### config.mk
export PLATFORM = sky130hd
export DESIGN_NAME = hazard_scoreboard
export DESIGN_NICKNAME = d
export VERILOG_FILES = /design/src/rtl/hazard_scoreboard_pkg.sv /design/src/rtl/hazard_scoreboard_sb_regfile.sv /design/src/rtl/hazard_scoreboard.sv
export SDC_FILE = /design/constraint.sdc
export NUM_CORES = 1
export LEC_CHECK = 0
export CELL_PAD_IN_SITES_DETAIL_PLACEMENT = 1
export CELL_PAD_IN_SITES_GLOBAL_PLACEMENT = 1
export CORE_MARGIN = 10
export CORE_UTILIZATION = 49
export CTS_CLUSTER_SIZE = 20
export DETAILED_ROUTE_END_ITERATION = 16
export DONT_BUFFER_PORTS = 1
export GPL_TIMING_DRIVEN = 0
export PLACE_DENSITY = 0.88
export SETUP_SLACK_MARGIN = 0.1
export SYNTH_ARGS = -nofsm -noshare
export SYNTH_HDL_FRONTEND = slang
export SYNTH_SLANG_ARGS = --single-unit
### constraint.sdc
create_clock -name clk -period 3.78 [get_ports clk]
set_input_delay 0.567 -clock clk [delete_from_list [all_inputs] [get_ports clk]]
set_output_delay 0.567 -clock clk [all_outputs]
set_load 0.005 [all_outputs]
### src/rtl/hazard_scoreboard_pkg.sv
// Shared constants and helpers for the hazard scoreboard and its register file.
package hazard_pkg;

   localparam int unsigned NUM_REGS_DEF = 32;
   localparam int unsigned MAX_PEND_DEF = 4;
   localparam int unsigned X0_IDX       = 0;

   typedef enum logic [1:0] {
      MD_NONE = 2'd0,
      MD_OK   = 2'd1,
      MD_ERR  = 2'd2
   } md_evt_e;

   // A completion is only legal when something is outstanding for that register.
   function automatic md_evt_e md_classify(input logic done,
                                           input logic pend_zero,
                                           input logic bit_busy);
      md_evt_e evt;
      evt = MD_NONE;
      if (done) begin
         if (pend_zero || !bit_busy) evt = MD_ERR;
         else                        evt = MD_OK;
      end
      return evt;
   endfunction

endpackage

### src/rtl/hazard_scoreboard_sb_regfile.sv
// Busy-bit register file with outstanding-operation counter and sticky protocol error.
module sb_regfile
   import hazard_pkg::*;
#(
   parameter int unsigned NUM_REGS = NUM_REGS_DEF,
   parameter int unsigned MAX_PEND = MAX_PEND_DEF,
   localparam int unsigned RW = $clog2(NUM_REGS),
   localparam int unsigned PW = $clog2(MAX_PEND + 1)
) (
   input  logic                clk,
   input  logic                rst,
   input  logic                set_en,
   input  logic [RW-1:0]       set_idx,
   input  logic                done_en,
   input  logic [RW-1:0]       done_idx,
   output logic                done_ok,
   output logic [NUM_REGS-1:0] busy_vec,
   output logic [PW-1:0]       md_pending,
   output logic                err
);

   logic [NUM_REGS-1:0] busy_q, busy_nxt;
   logic [PW-1:0]       pend_q, pend_nxt;
   logic                err_q, err_nxt;
   md_evt_e             evt;

   always_comb begin
      evt      = md_classify(done_en, pend_q == '0, busy_q[done_idx]);
      busy_nxt = busy_q;
      pend_nxt = pend_q;
      err_nxt  = err_q;
      if (evt == MD_ERR) err_nxt = 1'b1;
      if (evt == MD_OK) begin
         busy_nxt[done_idx] = 1'b0;
         pend_nxt           = pend_q - 1'b1;
      end
      // Set is applied after clear so a same-register issue/complete ends busy.
      if (set_en) begin
         busy_nxt[set_idx] = 1'b1;
         pend_nxt          = pend_nxt + 1'b1;
      end
      busy_nxt[X0_IDX] = 1'b0;
   end

   always_ff @(posedge clk or negedge rst) begin
      if (!rst) begin
         busy_q <= '0;
         pend_q <= '0;
         err_q  <= 1'b0;
      end else begin
         busy_q <= busy_nxt;
         pend_q <= pend_nxt;
         err_q  <= err_nxt;
      end
   end

   assign done_ok    = (evt == MD_OK);
   assign busy_vec   = busy_q;
   assign md_pending = pend_q;
   assign err        = err_q;

endmodule

### src/rtl/hazard_scoreboard.sv
// ID-stage hazard detection: load-use, MULDIV RAW/WAW scoreboard and queue-full stalls.
module hazard_scoreboard
   import hazard_pkg::*;
#(
   parameter int unsigned NUM_REGS = NUM_REGS_DEF,
   parameter int unsigned MAX_PEND = MAX_PEND_DEF,
   parameter int unsigned CNT_W    = 32,
   localparam int unsigned RW = $clog2(NUM_REGS),
   localparam int unsigned PW = $clog2(MAX_PEND + 1)
) (
   input  logic                clk,
   input  logic                rst,
   input  logic                id_valid,
   input  logic [RW-1:0]       id_rs1,
   input  logic [RW-1:0]       id_rs2,
   input  logic                id_rs1_used,
   input  logic                id_rs2_used,
   input  logic [RW-1:0]       id_rd,
   input  logic                id_wr_en,
   input  logic                id_is_muldiv,
   input  logic                ex_memread,
   input  logic [RW-1:0]       ex_rd,
   input  logic                md_done,
   input  logic [RW-1:0]       md_rd,
   input  logic                flush,
   output logic                stall,
   output logic                pc_write,
   output logic                if_id_write,
   output logic                id_ex_flush,
   output logic [PW-1:0]       md_pending,
   output logic [NUM_REGS-1:0] busy_vec,
   output logic [CNT_W-1:0]    stall_cnt,
   output logic                err
);

   localparam logic [RW-1:0] X0 = RW'(X0_IDX);

   logic [NUM_REGS-1:0] done_mask, busy_eff;
   logic                load_use, raw_sb, waw_sb, md_full, issue, done_ok;

   always_comb begin
      done_mask = '0;
      if (md_done) done_mask[md_rd] = 1'b1;
      busy_eff = busy_vec & ~done_mask;
   end

   assign load_use = ex_memread && (ex_rd != X0) &&
                     ((id_rs1_used && (ex_rd == id_rs1)) ||
                      (id_rs2_used && (ex_rd == id_rs2)));
   assign raw_sb   = (id_rs1_used && busy_eff[id_rs1]) ||
                     (id_rs2_used && busy_eff[id_rs2]);
   assign waw_sb   = id_wr_en && (id_rd != X0) && busy_eff[id_rd];
   // A legal completion in the same cycle frees a slot for the waiting MULDIV.
   assign md_full  = id_is_muldiv && (md_pending == PW'(MAX_PEND)) && !done_ok;

   assign stall       = id_valid && (load_use || raw_sb || waw_sb || md_full);
   assign pc_write    = !stall;
   assign if_id_write = !stall;
   assign id_ex_flush = stall || flush;
   assign issue       = id_valid && !stall && !flush && id_is_muldiv && (id_rd != X0);

   sb_regfile #(
      .NUM_REGS (NUM_REGS),
      .MAX_PEND (MAX_PEND)
   ) u_sb (
      .clk        (clk),
      .rst        (rst),
      .set_en     (issue),
      .set_idx    (id_rd),
      .done_en    (md_done),
      .done_idx   (md_rd),
      .done_ok    (done_ok),
      .busy_vec   (busy_vec),
      .md_pending (md_pending),
      .err        (err)
   );

   always_ff @(posedge clk or negedge rst) begin
      if (!rst)                          stall_cnt <= '0;
      else if (stall && stall_cnt != '1) stall_cnt <= stall_cnt + 1'b1;
   end

endmodule

Word level (Yosys, flattened, before mapping)
Cells that the tools add are included.
W data, S select, Z words.

operators by class
  add/sub/neg operators = 3
  multiplexer cells = 19
  order comparisons = 6
  reductions and logical operators = 32
  equal/unequal tests = 6
  bitwise gates (word level) = 5

operators with widths
  operator                 number
  $mux W32                 3
  $and A32 B32 Y32         2
  $not A32 Y32             2
  $add A32 B1 Y32 const B  1
  $ne A32 B32 Y1 const B   1
  $or A32 B32 Y32          1
  $lt A5 B6 Y1 const B     4
  $bmux W1 S5              4
  $logic_and A1 B1 Y1      18
  $demux W1 S5             2
  $eq A5 B5 Y1             2
  $ge A5 B1 Y1 const B     2
  $reduce_bool A5 Y1       2
  $logic_or A1 B1 Y1       7
  $mux W1                  6
  $mux W3                  2
  $logic_not A1 Y1         4
  $mux W2                  2
  $add A3 B1 Y3 const B    1
  $eq A3 B3 Y1 const B     1
  $logic_not A3 Y1         1
  $sub A3 B1 Y3 const B    1
  $eq A2 B1 Y1 const B     1
  $eq A2 B2 Y1 const B     1

word-level totals
  word-level logic and storage cells = 75
  input bits = 35
  flip-flop bits (word level) = 67
  output and inout port bits = 72

Logic depth before layout (Yosys ltp)
Gate-level depths: netlist (run 1).

  depth in word-level cells = 21
  gate-level depth with buffers = 14
  gate-level depth less buffers = 12

Cells and area by module
A second synthesis (run 1) with hierarchy kept.

unflattened totals
  cells, all modules = 603
  area, all modules = 5380.2 um^2

by module, submodules not included
  module             sequential area each (um^2)  instances  area each (um^2)  cells each
  hazard_scoreboard  800.8                        1          3289.4            405
  sb_regfile         875.8                        1          2090.8            198

Least setup slack after synthesis (run 1)
No wires, ideal clock.

  kind = input-to-output
  start = in md_rd[3]
  end = out pc_write
  cell stages on the path = 11
  arrival time = 2.899 ns
  buffers on the path = 3
  required time = 3.213 ns
  setup slack = 0.314 ns
  cell sequence = buf_6 or4b_4 o21ai_4 o221ai_2 a41o_1 or4_1 nor3_1 nand4_1 buf_2 nand2_1 buf_4

on the way
  longest elaborated chain between the ends = 16
  elaborated cells on any way between the ends = 32
  those cells by class = order compare: 2; eq/ne: 1; mux: 13; bitwise: 2; reduce/logical: 14

RTL lines
  item                                                                       RTL line                                          source
  start: declaration                                                         hazard_scoreboard.sv:24                           input logic [RW-1:0] md_rd,
  $lt A5 B6 Y1 (not written as such) / $ge A5 B1 Y1 (equally long branches)  hazard_scoreboard.sv:43                           if (md_done) done_mask[md_rd] = 1'b1;
  $logic_and A1 B1 Y1 (not written as such)                                  hazard_scoreboard.sv:43
  $mux W1 (not written as such)                                              hazard_scoreboard.sv:43
  $demux W1 S5                                                               hazard_scoreboard.sv:43
  $mux W32                                                                   hazard_scoreboard.sv:43
  $not A32 Y32                                                               hazard_scoreboard.sv:44                           busy_eff = busy_vec & ~done_mask;
  $and A32 B32 Y32                                                           hazard_scoreboard.sv:44
  $bmux W1 S5, on equally long branches                                      hazard_scoreboard.sv:50, hazard_scoreboard.sv:51
  $mux W1, on equally long branches                                          hazard_scoreboard.sv:50, hazard_scoreboard.sv:51
  $logic_and A1 B1 Y1, on equally long branches                              hazard_scoreboard.sv:50, hazard_scoreboard.sv:51
  $logic_or A1 B1 Y1                                                         hazard_scoreboard.sv:50                           assign raw_sb = (id_rs1_used && busy_eff[id_rs1]) ||
  $logic_or A1 B1 Y1 (2 in series)                                           hazard_scoreboard.sv:56                           assign stall = id_valid && (load_use || raw_sb || waw_sb || md_full);
  $logic_or A1 B1 Y1 (*)                                                     hazard_scoreboard.sv:56
  $logic_and A1 B1 Y1 (*)                                                    hazard_scoreboard.sv:56
  $logic_not A1 Y1 (*)                                                       -
  end: declaration                                                           hazard_scoreboard.sv:27                           output logic pc_write,

Every way passes the cells marked *; elsewhere a longest branch is shown, timed or not. The select of a mux whose other input is x is not followed.

Worst setup path in the final report (run 1)
Same ends and word-level chain as after synthesis.

==> out/results.ini, run 1 <==
[status]
status=complete, no violations

[critical_path]
cp_data_arrival_time_ps=3110
ff2ff_setup_slack_ps=300
startpoint_type=input port
cp_max_fo=10
critPathRequiredTime_ps=3210
r2r_start=u_sb.busy_vec[25]
cp-end-kind=output pin
r2r_cells=12
r2r-end=u_sb.busy_vec[15]
crit_type=in -> out

[power_and_ir_drop]
p_comb_share_pct=29.4
power.total_mw=2.15
power_density_mw_per_mm2=373
pwr-share-clk_pct=24.3
leakagePower_nw=2.24
power_frac_seq_pct=46.3
ir_drop_mv=0.350
p_int_mw=1.31
switching_power_mw=0.836
swShare_pct=38.9

[synthesis]
yosysSeqAreaShare_pct=32.0
synth_largest_area_cell=dfrtp_1
synth_area_sq_mm=0.00523
ys_types=69
ys_warn_count=0
synth_area_leaders=dfrtp_1, xnor2_1, mux2i_1, o21ai_0, mux4_2
syn_nets=616
syn-instance-count=577
synth_edf_count=0
ys_seq_elements=67
synth_top_cell_area_share_pct=32.0
async_reset_ff_share_pct=100
syn_area_per_cell_sq_um=9.07
ys.flop_type=dfrtp_1

[clock_network]
cts_buffer_depth=2
clock-sinks=67
clock_latency_ps=350
root_buffer=clkbuf_8
cts.clk_slew.worst_paths_ps=70
htree_levels=3
numCtsBuffers=9
cts_tree=yes

[sta]
setup_tns_ps=0
finalCriticalPeriod_ps=3670
finalHoldViolCount=0
setup_ws_ps=106
max_slew_margin_pct=61.1
skew_ps=11.0
finalSetupViolCount=0
fmax_ghz=0.272
worst_slew_pin_slew_ps=583
finalCritPeriodShare_pct=97.2
whs_ps=93.3
drv_slew=0
rsz0062_at_grt=yes

[drt]
viasPerCell=7.12
wire_per_inst_um=26.7
drc=0
drt_wl_total_um=19700
drt-initial-drc-count=618
antenna_left=0
num_vias=5252
first_pass_iters=5

[finish]
drive_above_1_share_pct=16.9
final_common_cell=dfrtp_1
num_antenna_cells=0
stdcell_area_sq_mm=0.00576
fin_cells=738
final_cell_mix=dfrtp_1, o21ai_0, xnor2_1
n_fill_cell=1215
finalNetCount=636
area_growth_syn_to_layout_pct=10.1
multi_input_area_sq_mm=0.00338
seqCellArea_sq_mm=0.00168
final_util_pct=55.6

[global_routing]
grt_max_degree=68
antenna_found_initial=0
track_usage_pct=25.6
grtUsageMet3_pct=6.84
met1_usage_pct=29.6
busiest_layer=met2
grt_pass1_wl_um=30900
gr-usage-met2_pct=43.0
gr-total-overflow=0
grt_pass1_vias=5577

[placed_design]
place_congestion=0.994
place_inst=713
portBuffers=0
dpl_cell_area_sq_mm=0.00540
dp_hpwl_um=14600
place_ws_ps=-470

[floorplan]
core_sq_mm=0.0104
die_height_um=123
die_w_um=123
start_util_pct=50.5
pin_count=107
num_rows=37
die_area_sq_mm=0.0152

[job]
cap_violations=0

[hold_path]
hold_class=in -> async

[routing by layer]
| metal | part of all wire, % | wire length [um] |
|---|---|---|
| met5 | 0 | 0 |
| met4 | 4.6 | 916 |
| met3 | 10 | 1970 |
| met2 | 48 | 9470 |
| met1 | 37 | 7380 |
[cells by family (layout without fill, tap and decap cells)]
group / count (synthesis) / after routing / synth area share, %
and+or+nand+nor: 203 / 203 / 22.4
AOI/OAI and AO/OA: 140 / 140 / 18.2
DFF: 67 / 67 / 32.0
buffers and inverters: 58 / 83 / 4.78
muxes: 55 / 55 / 13.3
xor gates and xnor gates: 49 / 49 / 8.20
adders and majority gates: 4 / 4 / 0.957
other: 1 / 1 / 0.0717
[flip-flops by register name, summed over array words and instances (netlist names)]
signal	cells
u_sb.busy_vec	31
u_sb.err	1
stall_cnt	32
u_sb.md_pending	3
[cells in the mapped netlist, types with 7 or more instances]
cell / n
nand3_1: 33
o21ai_2: 8
o31ai_1: 17
nor3_1: 19
nand2_1: 30
nor4_1: 8
mux2_2: 15
o21ai_0: 54
o2111ai_1: 7
clkbuf_1: 30
buf_2: 8
mux4_2: 10
nand2b_1: 12
nand4_1: 23
inv_1: 13
a21oi_1: 7
dfrtp_1: 67
o211ai_1: 8
xnor2_1: 37
and3_1: 17
xor2_1: 12
mux2i_1: 30
nor2_1: 17
[power groups by stage]
stage	Combinational, mW	Sequential, mW	Clock, mW
2_1_floorplan	0.437	0.923	0
3_3_place_gp	0.535	0.994	0
3_5_place_dp	0.571	1.00	0
4_1_cts	0.612	0.990	0.530
5_1_grt	0.698	1.01	0.566
6_report	0.632	0.995	0.521
[what timing repair did]
| item | in CTS | in global routing |
|---|---|---|
| endpoints found under the hold margin | 67 | 0 |
| endpoints found under the setup margin | 40 | 58 |
| gates cloned | 0 | 0 |
| hold buffers | 1 | 0 |
| setup buffers | 3 | 6 |
| resized for setup | 12 | 27 |
| pin swaps | 5 | 6 |
[worst max-delay path: stages]
cell and delay [ps]:
buf_6 120, or4b_4 560, o21ai_4 200, o221ai_2 110, a41o_1 250, or4_4 550
nor3_4 220, nand4_1 160, buf_6 170, nand2_4 80, buf_4 120
[layout make-up]
type                            instances  area share (%)
Buffer                                 44            3.86
Inverter                               13           0.847
Timing Repair Buffer                   10            1.65
Sequential cell                        67            29.1
Clock buffer                           10            2.21
Clock inverter                          6           0.738
Tap cell                              136            2.95
Multi-Input combinational cell        452            58.6
[how the worst max path moves through the flow]
stage                   from           endpoint  slack [ps]  cells past startpoint
global placement    md_rd[0]           pc_write        -340                     11
floorplan           md_rd[3]           pc_write         310                     11
finish              md_rd[3]           pc_write         110                     11
CTS                 md_rd[0]           pc_write         110                     11
detailed placement  md_rd[0]  u_sb.busy_vec[29]        -470                     12
global route        md_rd[1]           pc_write          30                     12
No activity file was read; power rests on OpenSTA's default activity.
==> run 2: changes to the inputs <==
--- a/config.mk
+++ b/config.mk
@@ -5,13 +5,13 @@
 export SDC_FILE = /design/constraint.sdc
 export NUM_CORES = 1
 export LEC_CHECK = 0
+export BUFFER_PORTS_ARGS = -buffer_cell sky130_fd_sc_hd__buf_2
 export CELL_PAD_IN_SITES_DETAIL_PLACEMENT = 1
 export CELL_PAD_IN_SITES_GLOBAL_PLACEMENT = 1
 export CORE_MARGIN = 10
-export CORE_UTILIZATION = 49
+export CORE_UTILIZATION = 42
 export CTS_CLUSTER_SIZE = 20
 export DETAILED_ROUTE_END_ITERATION = 16
-export DONT_BUFFER_PORTS = 1
 export GPL_TIMING_DRIVEN = 0
 export PLACE_DENSITY = 0.88
 export SETUP_SLACK_MARGIN = 0.1
==> out/results.ini, run 2 (synthesis gave the netlist of run 1 again) <==
[power_and_ir_drop]
ir_drop_mv=0.289  ; -17%
power_density_mw_per_mm2=399  ; +7.1%
leakagePower_nw=2.85  ; +27%

[finish]
seqCellArea_sq_mm=0.00168  ; unchanged
finalNetCount=742  ; +17%
multi_input_area_sq_mm=0.00348  ; +2.9%
area_growth_syn_to_layout_pct=26.5
fin_cells=873  ; +18%
largest_register_ffs=32  ; unchanged
drive_above_1_share_pct=31.2  ; +14 points
final_common_cell=buf_2
final_cell_mix=buf_2, dfrtp_1, o21ai_0
num_antenna_cells=0  ; unchanged
n_fill_cell=1462  ; +20%
regMostFlops=stall_cnt

[placed_design]
place_congestion=0.976  ; -1.7%
dp_hpwl_um=15600  ; +6.9%
portBuffers=99  ; +99
place_inst=844  ; +18%

[floorplan]
die_area_sq_mm=0.0173  ; +14%
num_rows=40  ; +8.1%
start_util_pct=43.2  ; -7.3 points
die_height_um=132  ; +6.7%
core_sq_mm=0.0121  ; +17%
pin_count=107  ; unchanged
die_w_um=132  ; +6.7%

[global_routing]
antenna_found_initial=0  ; unchanged
grt_pass1_vias=6055  ; +8.6%
grt_pass1_wl_um=34100  ; +10%
gr-total-overflow=0  ; unchanged
track_usage_pct=23.9  ; -1.7 points
grt_max_degree=68  ; unchanged

[clock_network]
root_buffer=clkbuf_16
cts_buffer_depth=2  ; unchanged
holdBufCountCts=0  ; -1
cts.clk_slew.worst_paths_ps=50  ; -20 ps
htree_levels=3  ; unchanged
cts_tree=yes
clock_latency_ps=330  ; -20 ps
numCtsBuffers=9  ; unchanged
clock-sinks=67  ; unchanged

[critical_path]
ff2ff_setup_slack_ps=160  ; -140 ps
r2r_cells=13  ; +1
cp_max_fo=10  ; unchanged
startpoint_type=input port
cp-end-kind=register
r2r_start=u_sb.busy_vec[7]
crit_type=in -> reg
cp_data_arrival_time_ps=3940  ; +830 ps
critPathRequiredTime_ps=4000  ; +790 ps
r2r-end=u_sb.busy_vec[12]

[sta]
finalCritPeriodShare_pct=98.6  ; +1.4 points
fmax_ghz=0.268  ; -1.4%
worst_slew_pin_slew_ps=901  ; +318 ps
max_slew_margin_pct=39.9  ; -21 points
finalHoldViolCount=0  ; unchanged
whs_ps=333  ; +240 ps
finalCriticalPeriod_ps=3730  ; +51.6 ps
drv_slew=0  ; unchanged
skew_ps=8.58  ; -2.44 ps
finalSetupViolCount=0  ; unchanged
rsz0062_at_grt=yes

[drt]
drc=0  ; unchanged
wire_per_inst_um=25.4  ; -4.9%
drt-initial-drc-count=598  ; -3.2%
antenna_left=0  ; unchanged
drt_wl_total_um=22200  ; +12%
num_vias=5800  ; +10%
viasPerCell=6.64  ; -6.6%
first_pass_iters=5  ; unchanged

[job]
cap_violations=0  ; unchanged

[status]
status=complete, no violations

[hold_path]
hold_class=in -> async

run 2: layout make-up:
cell class	count	share of cell area, %
multi-input cells	452	52.5
flip-flops and latches	67	25.3
repair buffers	115	9.86
plain buffers	45	4.01
clock buffers	11	3.82
well taps	168	3.17
inverters	13	0.737
clock inverters	2	0.567
run 2: stage by stage:
stage / util (%) / worst slack [ps] / area, sq um / total power [mW] / TNS [ps]
floorplan: - / 314 / 5230 / 1.36 / 0
global placement: 49.0 / -579 / 5940 / 1.66 / -24930
detailed placement: 49.0 / -558 / 5940 / 1.71 / -27430
CTS: 52.7 / 111 / 6380 / 2.59 / 0
global route: 54.7 / 7.23 / 6620 / 2.77 / 0
finish: 54.7 / 53.9 / 6620 / 2.64 / 0
run 2: timing repair:
action	in CTS	in global routing
buffers inserted	11	5
gates resized for setup	26	61
endpoints found under the setup margin	61	62
pin swaps	8	7
hold endpoints to repair	0	0
run 2: worst max-delay path by stage:
stage          startpoint           endpoint  slack (ps)  depth (start not counted)
2_1_floorplan    md_rd[3]           pc_write         310                         11
5_1_grt         id_rs2[0]           pc_write           7                         13
3_5_place_dp     id_rd[0]           pc_write        -560                         13
3_3_place_gp     id_rd[0]           pc_write        -580                         13
4_1_cts          md_rd[1]           pc_write         110                         12
6_report        id_rs2[0]  u_sb.busy_vec[12]          50                         15
run 2: report_power, final:
part	total, mW	leakage, nW	internal [mW]	switching, mW
Combinational	0.841	1.82	0.369	0.472
Clock	0.835	0.140	0.535	0.300
Sequential	0.968	0.896	0.808	0.159
run 2: layer usage:
layer	track usage, %	wire (um)	up-vias
li1	-	-	2458
met1	28.5	8520	2856
met2	39.4	10800	392
met3	5.22	1890	94
met4	12.6	975	0
met5	0	0	-
run 2: worst max-delay path, stage by stage:
cell and delay [ps]:
clkbuf_4 170, buf_12 140, mux2_2 360, a21oi_1 190, o21ai_1 100, a41o_1 230, or4_4 550, nor3_4 200
nand4_1 190, buf_4 190, buf_4 120, or2_1 230, clkbuf_2 170, buf_4 210, o31ai_1 320
